==> src/rtl/mac_seq_ctrl_if.sv <==
// Bundle of the command, operand, MAC-datapath and result signals of mac_seq_ctrl.
// The master side drives jobs and hosts the MAC datapath; the slave side is the sequencer.
interface mac_seq_ctrl_if #(
    parameter int LEN_W = 6
);
    logic             start;
    logic [3:0]       mode_cfg;
    logic [LEN_W-1:0] len_cfg;
    logic [23:0]      bias_int;
    logic [17:0]      bias_fp;
    logic             abort;
    logic             in_valid;
    logic [15:0]      in_value;
    logic [15:0]      in_weight;
    logic             in_ready;
    logic [3:0]       mac_mode;
    logic [15:0]      mac_value;
    logic [15:0]      mac_weight;
    logic [23:0]      mac_ints;
    logic [17:0]      mac_fps;
    logic [23:0]      mac_intr;
    logic [17:0]      mac_fpr;
    logic             res_valid;
    logic             res_ready;
    logic [23:0]      res_int;
    logic [17:0]      res_fp;
    logic             busy;

    modport master (
        output start, mode_cfg, len_cfg, bias_int, bias_fp, abort,
        output in_valid, in_value, in_weight, res_ready, mac_intr, mac_fpr,
        input  in_ready, mac_mode, mac_value, mac_weight, mac_ints, mac_fps,
        input  res_valid, res_int, res_fp, busy
    );

    modport slave (
        input  start, mode_cfg, len_cfg, bias_int, bias_fp, abort,
        input  in_valid, in_value, in_weight, res_ready, mac_intr, mac_fpr,
        output in_ready, mac_mode, mac_value, mac_weight, mac_ints, mac_fps,
        output res_valid, res_int, res_fp, busy
    );
endinterface

==> src/rtl/mac_seq_ctrl.sv <==
// Dot-product job sequencer driving an external combinational MAC datapath.
// Optional macro MAC_SEQ_BIAS_EN: seed the accumulators from bias_int/bias_fp at start.
module mac_seq_ctrl #(
    parameter int LEN_W = 6
) (
    input logic           clk,
    input logic           rst,
    mac_seq_ctrl_if.slave bus
);
    typedef enum logic [1:0] {IDLE, RUN, DONE} state_e;

    state_e           state_q, state_d;
    logic [LEN_W:0]   cnt_q, cnt_d;
    logic [LEN_W-1:0] len_q, len_d;
    logic [3:0]       mode_q, mode_d;
    logic [23:0]      acc_int_q, acc_int_d;
    logic [17:0]      acc_fp_q, acc_fp_d;

    logic [LEN_W:0]   cnt_inc;
    logic [LEN_W:0]   eff_len;
    logic             accept;

    // A programmed length of zero stands for the full 2^LEN_W elements.
    assign eff_len = (len_q == '0) ? {1'b1, {LEN_W{1'b0}}} : {1'b0, len_q};
    assign cnt_inc = cnt_q + 1'b1;
    assign accept  = (state_q == RUN) && !bus.abort && bus.in_valid;

`ifndef MAC_SEQ_BIAS_EN
    logic unused_bias;
    assign unused_bias = ^{bus.bias_int, bus.bias_fp};
`endif

    always_comb begin
        // NOTE: every next-state variable gets its hold value first so no path leaves it unassigned (no latches).
        state_d   = state_q;
        cnt_d     = cnt_q;
        len_d     = len_q;
        mode_d    = mode_q;
        acc_int_d = acc_int_q;
        acc_fp_d  = acc_fp_q;
        case (state_q)
            IDLE: begin
                if (bus.start) begin
                    state_d = RUN;
                    mode_d  = bus.mode_cfg;
                    len_d   = bus.len_cfg;
                    cnt_d   = '0;
`ifdef MAC_SEQ_BIAS_EN
                    acc_int_d = bus.bias_int;
                    acc_fp_d  = bus.bias_fp;
`else
                    acc_int_d = '0;
                    acc_fp_d  = '0;
`endif
                end
            end
            RUN: begin
                if (bus.abort) begin
                    state_d = IDLE;
                end else if (accept) begin
                    acc_int_d = bus.mac_intr;
                    acc_fp_d  = bus.mac_fpr;
                    cnt_d     = cnt_inc;
                    if (cnt_inc == eff_len) state_d = DONE;
                end
            end
            DONE: begin
                if (bus.res_ready) state_d = IDLE;
            end
            default: state_d = IDLE;
        endcase
    end

    always_ff @(posedge clk) begin
        // NOTE: sequential state uses non-blocking assignments so all registers update from pre-edge values.
        if (rst) begin
            state_q   <= IDLE;
            cnt_q     <= '0;
            len_q     <= '0;
            mode_q    <= '0;
            acc_int_q <= '0;
            acc_fp_q  <= '0;
        end else begin
            state_q   <= state_d;
            cnt_q     <= cnt_d;
            len_q     <= len_d;
            mode_q    <= mode_d;
            acc_int_q <= acc_int_d;
            acc_fp_q  <= acc_fp_d;
        end
    end

    assign bus.in_ready   = accept || ((state_q == RUN) && !bus.abort);
    assign bus.mac_mode   = mode_q;
    assign bus.mac_value  = bus.in_value;
    assign bus.mac_weight = bus.in_weight;
    assign bus.mac_ints   = acc_int_q;
    assign bus.mac_fps    = acc_fp_q;
    assign bus.res_valid  = (state_q == DONE);
    assign bus.res_int    = acc_int_q;
    assign bus.res_fp     = acc_fp_q;
    assign bus.busy       = (state_q == RUN) || (state_q == DONE);
endmodule

==> src/flat_wrapper.sv <==
// flat-port wrapper written by rule: the top's interface ports become plain ports
module mac_seq_ctrl_flat 
#(
    parameter int LEN_W = 6
)
  (clk, rst, bus_start, bus_mode_cfg, bus_len_cfg, bus_bias_int, bus_bias_fp, bus_abort, bus_in_valid, bus_in_value, bus_in_weight, bus_res_ready, bus_mac_intr, bus_mac_fpr, bus_in_ready, bus_mac_mode, bus_mac_value, bus_mac_weight, bus_mac_ints, bus_mac_fps, bus_res_valid, bus_res_int, bus_res_fp, bus_busy);
  mac_seq_ctrl_if #(.LEN_W(LEN_W)) bus_i ();
  input logic clk;
  input logic rst;
  input wire logic [$bits(bus_i.start)-1:0] bus_start;
  input wire logic [$bits(bus_i.mode_cfg)-1:0] bus_mode_cfg;
  input wire logic [$bits(bus_i.len_cfg)-1:0] bus_len_cfg;
  input wire logic [$bits(bus_i.bias_int)-1:0] bus_bias_int;
  input wire logic [$bits(bus_i.bias_fp)-1:0] bus_bias_fp;
  input wire logic [$bits(bus_i.abort)-1:0] bus_abort;
  input wire logic [$bits(bus_i.in_valid)-1:0] bus_in_valid;
  input wire logic [$bits(bus_i.in_value)-1:0] bus_in_value;
  input wire logic [$bits(bus_i.in_weight)-1:0] bus_in_weight;
  input wire logic [$bits(bus_i.res_ready)-1:0] bus_res_ready;
  input wire logic [$bits(bus_i.mac_intr)-1:0] bus_mac_intr;
  input wire logic [$bits(bus_i.mac_fpr)-1:0] bus_mac_fpr;
  output wire logic [$bits(bus_i.in_ready)-1:0] bus_in_ready;
  output wire logic [$bits(bus_i.mac_mode)-1:0] bus_mac_mode;
  output wire logic [$bits(bus_i.mac_value)-1:0] bus_mac_value;
  output wire logic [$bits(bus_i.mac_weight)-1:0] bus_mac_weight;
  output wire logic [$bits(bus_i.mac_ints)-1:0] bus_mac_ints;
  output wire logic [$bits(bus_i.mac_fps)-1:0] bus_mac_fps;
  output wire logic [$bits(bus_i.res_valid)-1:0] bus_res_valid;
  output wire logic [$bits(bus_i.res_int)-1:0] bus_res_int;
  output wire logic [$bits(bus_i.res_fp)-1:0] bus_res_fp;
  output wire logic [$bits(bus_i.busy)-1:0] bus_busy;
  assign bus_i.start = bus_start;
  assign bus_i.mode_cfg = bus_mode_cfg;
  assign bus_i.len_cfg = bus_len_cfg;
  assign bus_i.bias_int = bus_bias_int;
  assign bus_i.bias_fp = bus_bias_fp;
  assign bus_i.abort = bus_abort;
  assign bus_i.in_valid = bus_in_valid;
  assign bus_i.in_value = bus_in_value;
  assign bus_i.in_weight = bus_in_weight;
  assign bus_i.res_ready = bus_res_ready;
  assign bus_i.mac_intr = bus_mac_intr;
  assign bus_i.mac_fpr = bus_mac_fpr;
  assign bus_in_ready = bus_i.in_ready;
  assign bus_mac_mode = bus_i.mac_mode;
  assign bus_mac_value = bus_i.mac_value;
  assign bus_mac_weight = bus_i.mac_weight;
  assign bus_mac_ints = bus_i.mac_ints;
  assign bus_mac_fps = bus_i.mac_fps;
  assign bus_res_valid = bus_i.res_valid;
  assign bus_res_int = bus_i.res_int;
  assign bus_res_fp = bus_i.res_fp;
  assign bus_busy = bus_i.busy;
  mac_seq_ctrl #(.LEN_W(LEN_W)) u_core (.clk(clk), .rst(rst), .bus(bus_i));
endmodule
==> config.mk <==
export PLATFORM = sky130hd
export DESIGN_NAME = mac_seq_ctrl_flat
export DESIGN_NICKNAME = d
export VERILOG_FILES = /design/src/rtl/mac_seq_ctrl_if.sv /design/src/rtl/mac_seq_ctrl.sv /design/src/flat_wrapper.sv
export SDC_FILE = /design/constraint.sdc
export NUM_CORES = 1
export LEC_CHECK = 0
export CAP_MARGIN = 20
export CORE_MARGIN = 5
export CORE_UTILIZATION = 30
export CTS_CLUSTER_SIZE = 16
export DETAILED_ROUTE_END_ITERATION = 8
export GPL_ROUTABILITY_DRIVEN = 0
export PLACE_DENSITY = 0.78
export REMOVE_ABC_BUFFERS = 1
export SYNTH_ARGS = -nofsm -noshare
export SYNTH_HDL_FRONTEND = slang
export SYNTH_SLANG_ARGS = --single-unit
==> constraint.sdc <==
create_clock -name clk -period 1.8 [get_ports clk]
set_input_delay 0.36 -clock clk [delete_from_list [all_inputs] [get_ports clk]]
set_output_delay 0.36 -clock clk [all_outputs]
set_load 0.05 [all_outputs]
==> impl_metrics.csv <==
group,metric,value,unit
route,drc,0,
timing,setup_viol,0,
logic_synthesis,synth_warnings,0,
logic_synthesis,syn_inst,392,
die,num_io_pins,255,
worst_setup_path,crit_chain,"inv_4 -> ha_4 -> and2b_4 -> buf_6 -> a211oi_4 -> nand2_1 -> or3_1 -> a21oi_2",
timing,finalCriticalPeriod,1790,ps
die,rows,37,
clock_tree,clockBufferDepth,2,
timing,worst_slew_margin_rel,71.1,%
worst_setup_path,critPathLaunchType,"flip-flop",
logic_synthesis,synth_seq_cells,61,
global_route,overflow,0,
die,dieArea,0.0127,mm²
timing,rsz0062_at_grt,"true",
timing,fin_setup_tns,0,ps
pwr,p_leak,1.96,nW
route,num_vias,3085,
timing,period_share,99.7,%
worst_setup_path,cp.required,2070,ps
logic_synthesis,synth_ff_type,"dfxtp_1",
layout,final_util,46.4,%
die,start_util,30.7,%
hold_path,holdPathStages,2,
clock_tree,clk_pin_slew_worst_paths,70,ps
logic_synthesis,synth_top_area_share,38.8,%
die,coreArea,0.0103,mm²
layout,antenna_cells,0,
timing,worst_pin_slew,434,ps
worst_setup_path,rr_worst_depth,8,
placement,place_inst,608,
clock_tree,clkSinkCount,61,
hold_path,holdCritStartpoint,"rst",
layout,nFillCells,992,
run,maxCapViolations,0,
worst_setup_path,crit_path_end_kind,"flip-flop",
die,dieWidth,112,µm
pwr,p_per_area,1090,mW/mm²
logic_synthesis,yosys-top-cells-area,"dfxtp_1 (39%), buf_4 (18%), a21oi_1 (9.5%)",
placement,portBuffers,148,
die,fp.dieH,112,µm
logic_synthesis,synth.distinct_cells,42,
logic_synthesis,synth_edf_count,0,
logic_synthesis,synth.avg_cell_area,8.04,µm²
clock_tree,numCtsBuffers,9,
worst_setup_path,slowest_delay,400,ps
worst_setup_path,cp.arrival,2070,ps
clock_tree,htreeDepth,3,
global_route,grt_pass1_vias,3103,
layout,final_cell_count_no_fill,635,
global_route,grt_pass1_wl,16300,µm
layout,area_growth,51.5,%
placement,placed_area,0.00421,mm²
route,drtIter0Drc,274,
timing,skew,15.5,ps
route,drtPass1Iterations,4,
global_route,antenna_found_initial,0,
route,final_antenna_net_count,0,
pwr,peakVddDrop,0.382,mV
logic_synthesis,synth_area,0.00315,mm²
worst_setup_path,critPathMaxFanout,3,
global_route,grt_use_total,16.1,%
worst_setup_path,crit_slowest_cell,"or3_1",
route,via_per_inst,4.86,
clock_tree,clk-insertion-delay-late,340,ps
placement,hpwl,7930,µm
timing,finalMaxSlewViolations,0,
route,wl,10800,µm
timing,hold_viol_final,0,
layout,drive_gt1_share,37.7,%
worst_setup_path,r2r-start,"u_core.state_q[1]",
global_route,grt_max_degree,32,
worst_setup_path,criticalPathCategory,"reg2reg",
timing,fmax,557,MHz
clock_tree,cts_root_buf,"clkbuf_8",
route,wl_per_cell,17.0,µm
worst_setup_path,rrSetupSlack,5,ps
logic_synthesis,synthArstFlopShare,0,%
clock_tree,cts_tree,"done",
hold_path,hold-path-endpoint,"u_core.cnt_q[3]",
hold_path,hold_path_class,"in2reg",
placement,dp_slack,-355,ps
timing,final.setup.worst_slack,5.31,ps
worst_setup_path,r2r-end,"u_core.cnt_q[3]",
layout,finalInstanceArea,0.00477,mm²
clock_tree,hold_buffers,0,
outcome,status,"finished, final reports clean",
layout,fin_nets,630,
logic_synthesis,yosys.area.top_type,"dfxtp_1",
logic_synthesis,seq_area_frac_synth,38.8,%
## worst max-delay path by stage
stage                            startpoint                end  slack (ps)  cells past startpoint
after floorplan           u_core.state_q[0]    u_core.cnt_q[3]       -1190                      7
after global placement            bus_start  u_core.state_q[0]        -320                      6
after detailed placement          bus_start  u_core.state_q[0]        -360                      6
after CTS                 u_core.state_q[1]       bus_in_ready         -30                      8
after global routing      u_core.state_q[1]    u_core.cnt_q[3]         -70                      8
final                     u_core.state_q[1]    u_core.cnt_q[3]           5                      8
## placed cells by master, fill, tap and decap left out, drive strengths merged, types with 4 or more instances in the layout
cell           Yosys  final
buf               82    131
nand2             68     68
dfxtp             61     61
a21oi             60     60
clkdlybuf4s50      0     56
nand3             44     44
clkbuf            17     16
o21ai              5      5
nor2               5      5
nand2b             5      5
nor3               4      4
and3               4      4
ha                 4      4
## state kept, by name, summed over array words and instances (netlist names)
signal               flops
u_core.bus.mac_fps      18
u_core.cnt_q             7
u_core.bus.mac_ints     24
u_core.state_q           2
u_core.bus.mac_mode      4
u_core.len_q             6
## synth_stat cells (2+ instances only)
cell and count:
buf_4 76, nand2_1 68, dfxtp_1 61, a21oi_1 60, nand3_1 44, clkbuf_1 16, buf_2 6, nor2_1 5
ha_1 4, nand2b_1 4, o21ai_1 4, a31oi_1 3, nand4b_1 3, nor3_1 3, xnor2_1 3, xor2_1 3
and3_1 2, inv_1 2, or3_1 2
## cells by family after synthesis
group	count (synthesis)	synth area share, %
simple gates	143	21.9
xor+xnor	7	2.38
buf+inv	102	21.8
mux	1	0.318
fa+ha+maj	4	1.59
compound gates	74	13.3
flops	61	38.8
## where the power goes
group	internal, mW	total [mW]	switching [mW]	leakage (nW)
registers	1.44	1.51	0.0688	0.495
clock network	0.930	1.46	0.533	0.126
logic	0.953	2.23	1.28	1.34
total	3.32	5.20	1.88	1.96
## routing by layer
metal  part of all wire, %  GRT usage [%]
met3                    13           9.54
met2                    47           25.7
met1                    38           17.3
met5                     0           2.35
met4                   2.0           6.09
## critical path: cells and delay by family, from the launching register on
| kind | cells | cell delay (ps) |
|---|---|---|
| flops | 1 | 360 |
| simple gates | 3 | 660 |
| buf+inv | 2 | 170 |
| compound gates | 2 | 390 |
| fa+ha+maj | 1 | 150 |
## metrics by stage
stage               hold slack [ps]  power [mW]
floorplan                       429        2.51
global placement                445        3.27
detailed placement              454        3.30
CTS                             423        4.86
global route                    438        5.47
finish                          449        5.20
## final cells by class
cell class / count / area (µm²) / area share (%)
clock buffer: 13 / 179 / 3.75
multi-input combinational: 229 / 1380 / 28.9
tap: 136 / 170 / 3.56
inverter: 3 / 21.3 / 0.446
clock inverter: 3 / 65.1 / 1.36
sequential: 61 / 1220 / 25.6
timing repair buffer: 190 / 1730 / 36.3
## repair_timing
item	in CTS	in global routing
cloned	0	4
pin swaps	3	28
endpoints found under the setup margin	48	52
setup buffers	5	3
resized for setup	13	38
No activity file was read; power rests on OpenSTA's default activity.
